[src/rtl/joy_sio.sv]
// joy_sio: byte-wide serial engine for the PSX controller / memory-card port.
// Exchanges one command byte for one response byte (LSB first, full duplex),
// then waits a bounded time for the device's active-low ACK pulse.
module joy_sio #(
    parameter int HALF_DIV    = 66,
    parameter int ACK_TIMEOUT = 3300,
    parameter int ATT_SETUP   = 66
) (
    input  logic       clk,
    input  logic       rst_n,
    input  logic       att_en,
    input  logic [7:0] tx_data,
    input  logic       tx_valid,
    output logic       tx_ready,
    output logic [7:0] rx_data,
    output logic       rx_valid,
    output logic       ack_seen,
    output logic       busy,
    output logic       joy_clk,
    output logic       joy_cmd,
    output logic       joy_att,
    input  logic       joy_data,
    input  logic       joy_ack
);

    localparam int DIV_MAX = (HALF_DIV > ATT_SETUP) ? HALF_DIV : ATT_SETUP;
    localparam int DIV_W   = (DIV_MAX > 1) ? $clog2(DIV_MAX) : 1;
    localparam int ACK_W   = (ACK_TIMEOUT > 1) ? $clog2(ACK_TIMEOUT) : 1;

    localparam logic [DIV_W-1:0] HALF_LAST  = DIV_W'(HALF_DIV - 1);
    localparam logic [DIV_W-1:0] SETUP_LAST = DIV_W'(ATT_SETUP - 1);
    localparam logic [ACK_W-1:0] ACK_LAST   = ACK_W'(ACK_TIMEOUT - 1);

    typedef enum logic [2:0] {
        ST_IDLE,
        ST_SETUP,
        ST_SHIFT_LO,
        ST_SHIFT_HI,
        ST_WAIT_ACK,
        ST_DONE
    } state_t;

    state_t             state_reg, state_next;
    logic [DIV_W-1:0]   div_cnt_reg, div_cnt_next;
    logic [ACK_W-1:0]   ack_cnt_reg, ack_cnt_next;
    logic [3:0]         bit_cnt_reg, bit_cnt_next;
    logic [7:0]         tx_shift_reg, tx_shift_next;
    logic [7:0]         rx_shift_reg, rx_shift_next;
    logic               ack_hit;

    logic [7:0]         rx_data_reg;
    logic               rx_valid_reg;
    logic               ack_seen_reg;
    logic               joy_clk_reg;
    logic               joy_cmd_reg;
    logic               joy_att_reg;

    logic               handshake;
    logic               data_sync;
    logic               ack_sync;

    // Asynchronous pad inputs: bit 0 = joy_data, bit 1 = joy_ack (both idle high)
    logic [1:0]         async_in;
    logic [1:0]         sync_out;

    assign async_in = {joy_ack, joy_data};

    generate
        for (genvar gi = 0; gi < 2; gi++) begin : g_sync
            logic s1_reg;
            logic s2_reg;

            // Two-flop synchroniser, preset high so reset looks like an idle line
            always_ff @(posedge clk or negedge rst_n) begin
                if (!rst_n) begin
                    s1_reg <= 1'b1;
                    s2_reg <= 1'b1;
                end else begin
                    s1_reg <= async_in[gi];
                    s2_reg <= s1_reg;
                end
            end

            assign sync_out[gi] = s2_reg;
        end
    endgenerate

    assign data_sync = sync_out[0];
    assign ack_sync  = sync_out[1];

    assign tx_ready  = (state_reg == ST_IDLE) & att_en;
    assign handshake = tx_valid & tx_ready;
    assign busy      = (state_reg != ST_IDLE);

    assign rx_data   = rx_data_reg;
    assign rx_valid  = rx_valid_reg;
    assign ack_seen  = ack_seen_reg;
    assign joy_clk   = joy_clk_reg;
    assign joy_cmd   = joy_cmd_reg;
    assign joy_att   = joy_att_reg;

    // Next-state, counter and shift-register logic
    always_comb begin
        state_next    = state_reg;
        div_cnt_next  = div_cnt_reg;
        ack_cnt_next  = ack_cnt_reg;
        bit_cnt_next  = bit_cnt_reg;
        tx_shift_next = tx_shift_reg;
        rx_shift_next = rx_shift_reg;
        ack_hit       = 1'b0;

        case (state_reg)
            ST_IDLE: begin
                if (handshake) begin
                    tx_shift_next = tx_data;
                    rx_shift_next = 8'h00;
                    bit_cnt_next  = 4'd0;
                    // Attention still high means this opens a new transaction
                    state_next    = joy_att_reg ? ST_SETUP : ST_SHIFT_LO;
                end
            end
            ST_SETUP: begin
                div_cnt_next = div_cnt_reg + 1'b1;
                if (div_cnt_reg == SETUP_LAST) begin
                    state_next = ST_SHIFT_LO;
                end
            end
            ST_SHIFT_LO: begin
                div_cnt_next = div_cnt_reg + 1'b1;
                if (div_cnt_reg == HALF_LAST) begin
                    state_next = ST_SHIFT_HI;
                end
            end
            ST_SHIFT_HI: begin
                div_cnt_next = div_cnt_reg + 1'b1;
                if (div_cnt_reg == HALF_LAST) begin
                    rx_shift_next = {data_sync, rx_shift_reg[7:1]};
                    bit_cnt_next  = bit_cnt_reg + 4'd1;
                    if (bit_cnt_reg == 4'd7) begin
                        state_next = ST_WAIT_ACK;
                    end else begin
                        tx_shift_next = {1'b1, tx_shift_reg[7:1]};
                        state_next    = ST_SHIFT_LO;
                    end
                end
            end
            ST_WAIT_ACK: begin
                ack_cnt_next = ack_cnt_reg + 1'b1;
                // ACK is checked first so it wins a tie with the timeout
                if (!ack_sync) begin
                    ack_hit    = 1'b1;
                    state_next = ST_DONE;
                end else if (ack_cnt_reg == ACK_LAST) begin
                    state_next = ST_DONE;
                end
            end
            ST_DONE: begin
                state_next = ST_IDLE;
            end
            default: begin
                state_next = ST_IDLE;
            end
        endcase

        // Every state starts counting from zero
        if (state_next != state_reg) begin
            div_cnt_next = '0;
            ack_cnt_next = '0;
        end
    end

    // State, counters and datapath registers
    always_ff @(posedge clk or negedge rst_n) begin
        if (!rst_n) begin
            state_reg    <= ST_IDLE;
            div_cnt_reg  <= '0;
            ack_cnt_reg  <= '0;
            bit_cnt_reg  <= 4'd0;
            tx_shift_reg <= 8'h00;
            rx_shift_reg <= 8'h00;
        end else begin
            state_reg    <= state_next;
            div_cnt_reg  <= div_cnt_next;
            ack_cnt_reg  <= ack_cnt_next;
            bit_cnt_reg  <= bit_cnt_next;
            tx_shift_reg <= tx_shift_next;
            rx_shift_reg <= rx_shift_next;
        end
    end

    // Registered pin and host outputs, decoded from the state being entered
    always_ff @(posedge clk or negedge rst_n) begin
        if (!rst_n) begin
            joy_clk_reg  <= 1'b1;
            joy_cmd_reg  <= 1'b1;
            joy_att_reg  <= 1'b1;
            rx_data_reg  <= 8'h00;
            rx_valid_reg <= 1'b0;
            ack_seen_reg <= 1'b0;
        end else begin
            joy_clk_reg  <= (state_next != ST_SHIFT_LO);
            // Command bit only changes on joy_clk falling edges
            joy_cmd_reg  <= ((state_next == ST_SHIFT_LO) || (state_next == ST_SHIFT_HI))
                            ? tx_shift_next[0] : 1'b1;
            joy_att_reg  <= (state_next == ST_IDLE) ? ~att_en : 1'b0;
            rx_valid_reg <= (state_next == ST_DONE);
            ack_seen_reg <= (state_next == ST_DONE) & ack_hit;
            if (state_next == ST_DONE) begin
                rx_data_reg <= rx_shift_reg;
            end
        end
    end

endmodule

[config.mk]
export PLATFORM = sky130hd
export DESIGN_NAME = joy_sio
export DESIGN_NICKNAME = d
export VERILOG_FILES = /design/src/rtl/joy_sio.sv
export SDC_FILE = /design/constraint.sdc
export NUM_CORES = 1
export LEC_CHECK = 0
export CAP_MARGIN = 15
export CORE_ASPECT_RATIO = 0.6
export CORE_MARGIN = 2
export CORE_UTILIZATION = 30
export CTS_BUF_LIST = sky130_fd_sc_hd__clkbuf_8 sky130_fd_sc_hd__clkbuf_16
export DETAILED_ROUTE_END_ITERATION = 16
export MAX_ROUTING_LAYER = met4
export SLEW_MARGIN = 20
export SYNTH_ARGS = -nofsm -noshare
export SYNTH_HDL_FRONTEND = slang
export SYNTH_SLANG_ARGS = --single-unit
[constraint.sdc]
create_clock -name clk -period 4.3 [get_ports clk]
set_clock_uncertainty 0.05 [all_clocks]
set_input_delay 1.075 -clock clk [delete_from_list [all_inputs] [get_ports clk]]
set_output_delay 1.075 -clock clk [all_outputs]
set_load 0.05 [all_outputs]
==> metrics.md, run 1 <==
| Metric | Value |
|---|---|
| Post-synthesis register bit count | `59` |
| Grt ovf | `0` |
| Worst setup EP type | `output port` |
| Clock transition at path regs | `0.05 ns` |
| Startpoint Class | `input port` |
| Die Wd | `126.4 um` |
| Die outline area | `9787 um2` |
| Least-Margin Pin Slew | `0.7439 ns` |
| Distinct cells, synth | `47` |
| R2R Path End | `ack_cnt_reg[10]$_DFFE_PN0P_` |
| Clock share of power | `53.1%` |
| First-pass iteration count of the detailed router | `4` |
| Drt total wl | `5.379 mm` |
| Ys Warns | `0` |
| Largest net degree at the start of global routing | `34` |
| Starting density of the core | `31.28%` |
| Skew-Pair Late Insertion Delay | `0.33 ns` |
| Syn Area/Cell | `10.57 um2` |
| Post-synth EDFFs | `0` |
| Sink Count | `59` |
| Vias in the first global route | `1953` |
| Switching part of the total power | `19.70%` |
| Die Y | `77.44 um` |
| Worst-case reg-to-reg path depth | `6` |
| Row Count | `26` |
| Unrepaired setup endpoints after global routing | `no` |
| Period utilisation layout | `86.18%` |
| Crit-path max FO | `5` |
| Cell Pwr Density | `368.8 nW/um2` |
| WL/cell | `13.31 um` |
| Reg-to-Reg Start | `ack_cnt_reg[0]$_DFFE_PN0P_` |
| Max-Cap Viols | `0` |
| Net Switching | `245.3 uW` |
| Antenna violations before repair | `0` |
| DPL Wire Length | `3.611 mm` |
| Final hold vios | `0` |
| Setup-failing EPs final | `0` |
| Gr usage total | `12.83%` |
| Post_cts resized | `0` |
| Worst path required time | `3.17 ns` |
| Flop2flop setup slack | `1.73 ns` |
| Main combinational cell family by area after synthesis | `simple AND/OR/NAND/NOR gates` |
| Most frequent cells in the layout | `dfrtp_1 (52), nand2_1 (48), clkdlybuf4s50_1 (27)` |
| Commonest non-fill, non-tap cell in the layout | `dfrtp_1` |
| CTS buffer count | `9` |
| Sequential share of the synthesized area | `55.08%` |
| Diodes inserted | `0` |
| Compound-Gate Fraction of Synth Area | `8.260%` |
| Post-CTS setup repair buffer count | `0` |
| Clock Tree Root | `clkbuf_16` |
| Via-to-Cell Ratio | `4.698` |
| Worst vdd ir | `0.1729 mV` |
| CP Launch Point | `att_en` |
| Total Power | `1245 uW` |
| CTS tree | `yes` |
| Share of layout cells above drive strength 1 | `15.41%` |
| CP arrival | `2.58 ns` |
| Combinational share of power | `1.9%` |
| Async set or reset register ratio after synthesis | `100.0%` |
| # hold bufs at CTS | `0` |
| Layout area overhead | `25.20%` |
| Synth Area in Adders | `1.856%` |
| Max frequency | `0.2698 GHz` |
| Initial DRC count | `155` |
| ANT nets after route | `0` |
| GPL Wtd Cong | `0.7817` |
| Simple-Gate Fraction of Synth Area | `22.00%` |
| Internal | `999.6 uW` |
| First-pass GRT wire length | `9.604 mm` |
| Layout Nets | `305` |
| Ys flop type | `dfrtp_1` |
| Seq pwr share | `45.0%` |
| Core ar. | `8621 um2` |
| Max reg flops | `12` |
| Gate Count Post-Synth | `255` |
| Mux contribution to synthesized area | `3.712%` |
| Cell Area, Synth | `2696 um2` |
| Setup TNS | `0 ns` |
| Leakage | `0.001477 uW` |
| Post-route minimum period | `3.706 ns` |
| PortBufs | `28` |
| Crit path kind | `input port to output port` |
| Relative slew margins | `50.30%` |
| Synthesized net count | `273` |
| Status | `complete, no violations` |
| Vias | `1898` |
| Xor and xnor fraction of the mapped netlist area | `6.497%` |
| DRC | `0` |
| Worst setup path endpoint | `tx_ready` |
| Longest Clk Path Bufs | `2` |
| HP Class | `flip-flop to flip-flop` |
| Slew Viols, Final | `0` |
| H-tree levels | `3` |
| # IOs | `29` |
==> synth_stat cells, types with 2 or more instances <==
cell       n  area share, %
and3_1     2           0.46
nand3b_1   2           0.56
nor3_1     5           0.93
a22oi_1    6            1.7
buf_2      2           0.37
nand3_1   10            1.9
nand2_1   48            6.7
or4b_1     2           0.74
dfstp_2    7            6.8
o311ai_1   2           0.65
dfrtp_1   52             48
o21ai_0   11            2.0
mux2_2     8            3.3
xnor2_1    5            1.6
nand4_1    5            1.2
clkbuf_1   6           0.84
a21oi_1    4           0.74
inv_1      6           0.84
or4bb_1    2           0.84
ha_1       4            1.9
nor2_1    26            3.6
xor2_1    15            4.9
==> kinds of logic after synthesis <==
kind of cell    count (synthesis)
simple gates                  116
flops                          59
compound gates                 31
xor+xnor                       20
buf+inv                        16
mux                             9
fa+ha+maj                       4
==> critical path, cell delays in order <==
cell and delay (ns):
clkdlybuf4s50_1 0.54, and2_1 0.17, clkdlybuf4s50_1 0.80
==> worst min path at each step <==
stage,startpoint,to,slack (ns),cells past startpoint
global placement,g_sync[0].s1_reg$_DFF_PN1_,data_sync$_DFF_PN1_,0.30,0
CTS,g_sync[0].s1_reg$_DFF_PN1_,data_sync$_DFF_PN1_,0.30,0
global route,g_sync[0].s1_reg$_DFF_PN1_,data_sync$_DFF_PN1_,0.31,0
floorplan,g_sync[1].s1_reg$_DFF_PN1_,ack_sync$_DFF_PN1_,0.30,0
finish,g_sync[0].s1_reg$_DFF_PN1_,data_sync$_DFF_PN1_,0.30,0
detailed placement,g_sync[0].s1_reg$_DFF_PN1_,data_sync$_DFF_PN1_,0.30,0
==> final cells by class <==
type / count / area, um2
flip-flops and latches: 59 / 1485
multi-input cells: 180 / 1146
inverters: 6 / 22.52
well taps: 112 / 140.1
fillers: 844 / 5245
repair buffers: 31 / 297.8
clock buffers: 12 / 266.5
clock inverters: 4 / 17.52
==> metrics by stage <==
stage          hold WS [ns]  setup slack (ns)  instance area [um2]  utilization (%)  instances
2_1_floorplan        0.2952             1.693                 2696                -        255
3_3_place_gp         0.2964            0.5976                 3092            35.86        388
3_5_place_dp         0.2993            0.5804                 3092            35.86        388
4_1_cts              0.3044            0.5825                 3376            39.16        404
5_1_grt              0.3066            0.5352                 3376            39.16        404
6_report             0.3020            0.5942                 3376            39.16        404
==> power groups by stage <==
| stage | logic, uW | clock network (uW) | registers (uW) |
|---|---|---|---|
| final | 23.3 | 661 | 561 |
| after global routing | 26.6 | 711 | 560 |
| after CTS | 24.6 | 684 | 560 |
| after detailed placement | 24.5 | 0 | 569 |
| after global placement | 24.3 | 0 | 569 |
| after floorplan | 0.139 | 0 | 569 |
==> layer usage <==
layer | track usage, % | part of all wire [%] | vias up
met5 | - | 0 | -
met4 | 4.615 | 1.6 | 0
met2 | 16.79 | 40 | 33
met3 | 5.172 | 4.7 | 10
met1 | 17.72 | 54 | 919
li1 | - | - | 936
(Power assumes the default switching activity.)
==> run 2: changes to the inputs <==
--- a/config.mk
+++ b/config.mk
@@ -12,7 +12,7 @@
 export CTS_BUF_LIST = sky130_fd_sc_hd__clkbuf_8 sky130_fd_sc_hd__clkbuf_16
 export DETAILED_ROUTE_END_ITERATION = 16
 export MAX_ROUTING_LAYER = met4
-export SLEW_MARGIN = 20
+export SLEW_MARGIN = 10
 export SYNTH_ARGS = -nofsm -noshare
 export SYNTH_HDL_FRONTEND = slang
 export SYNTH_SLANG_ARGS = --single-unit
==> results of run 2 <==
Same layout as run 1: the final DEF is identical, and so are final timing and power.
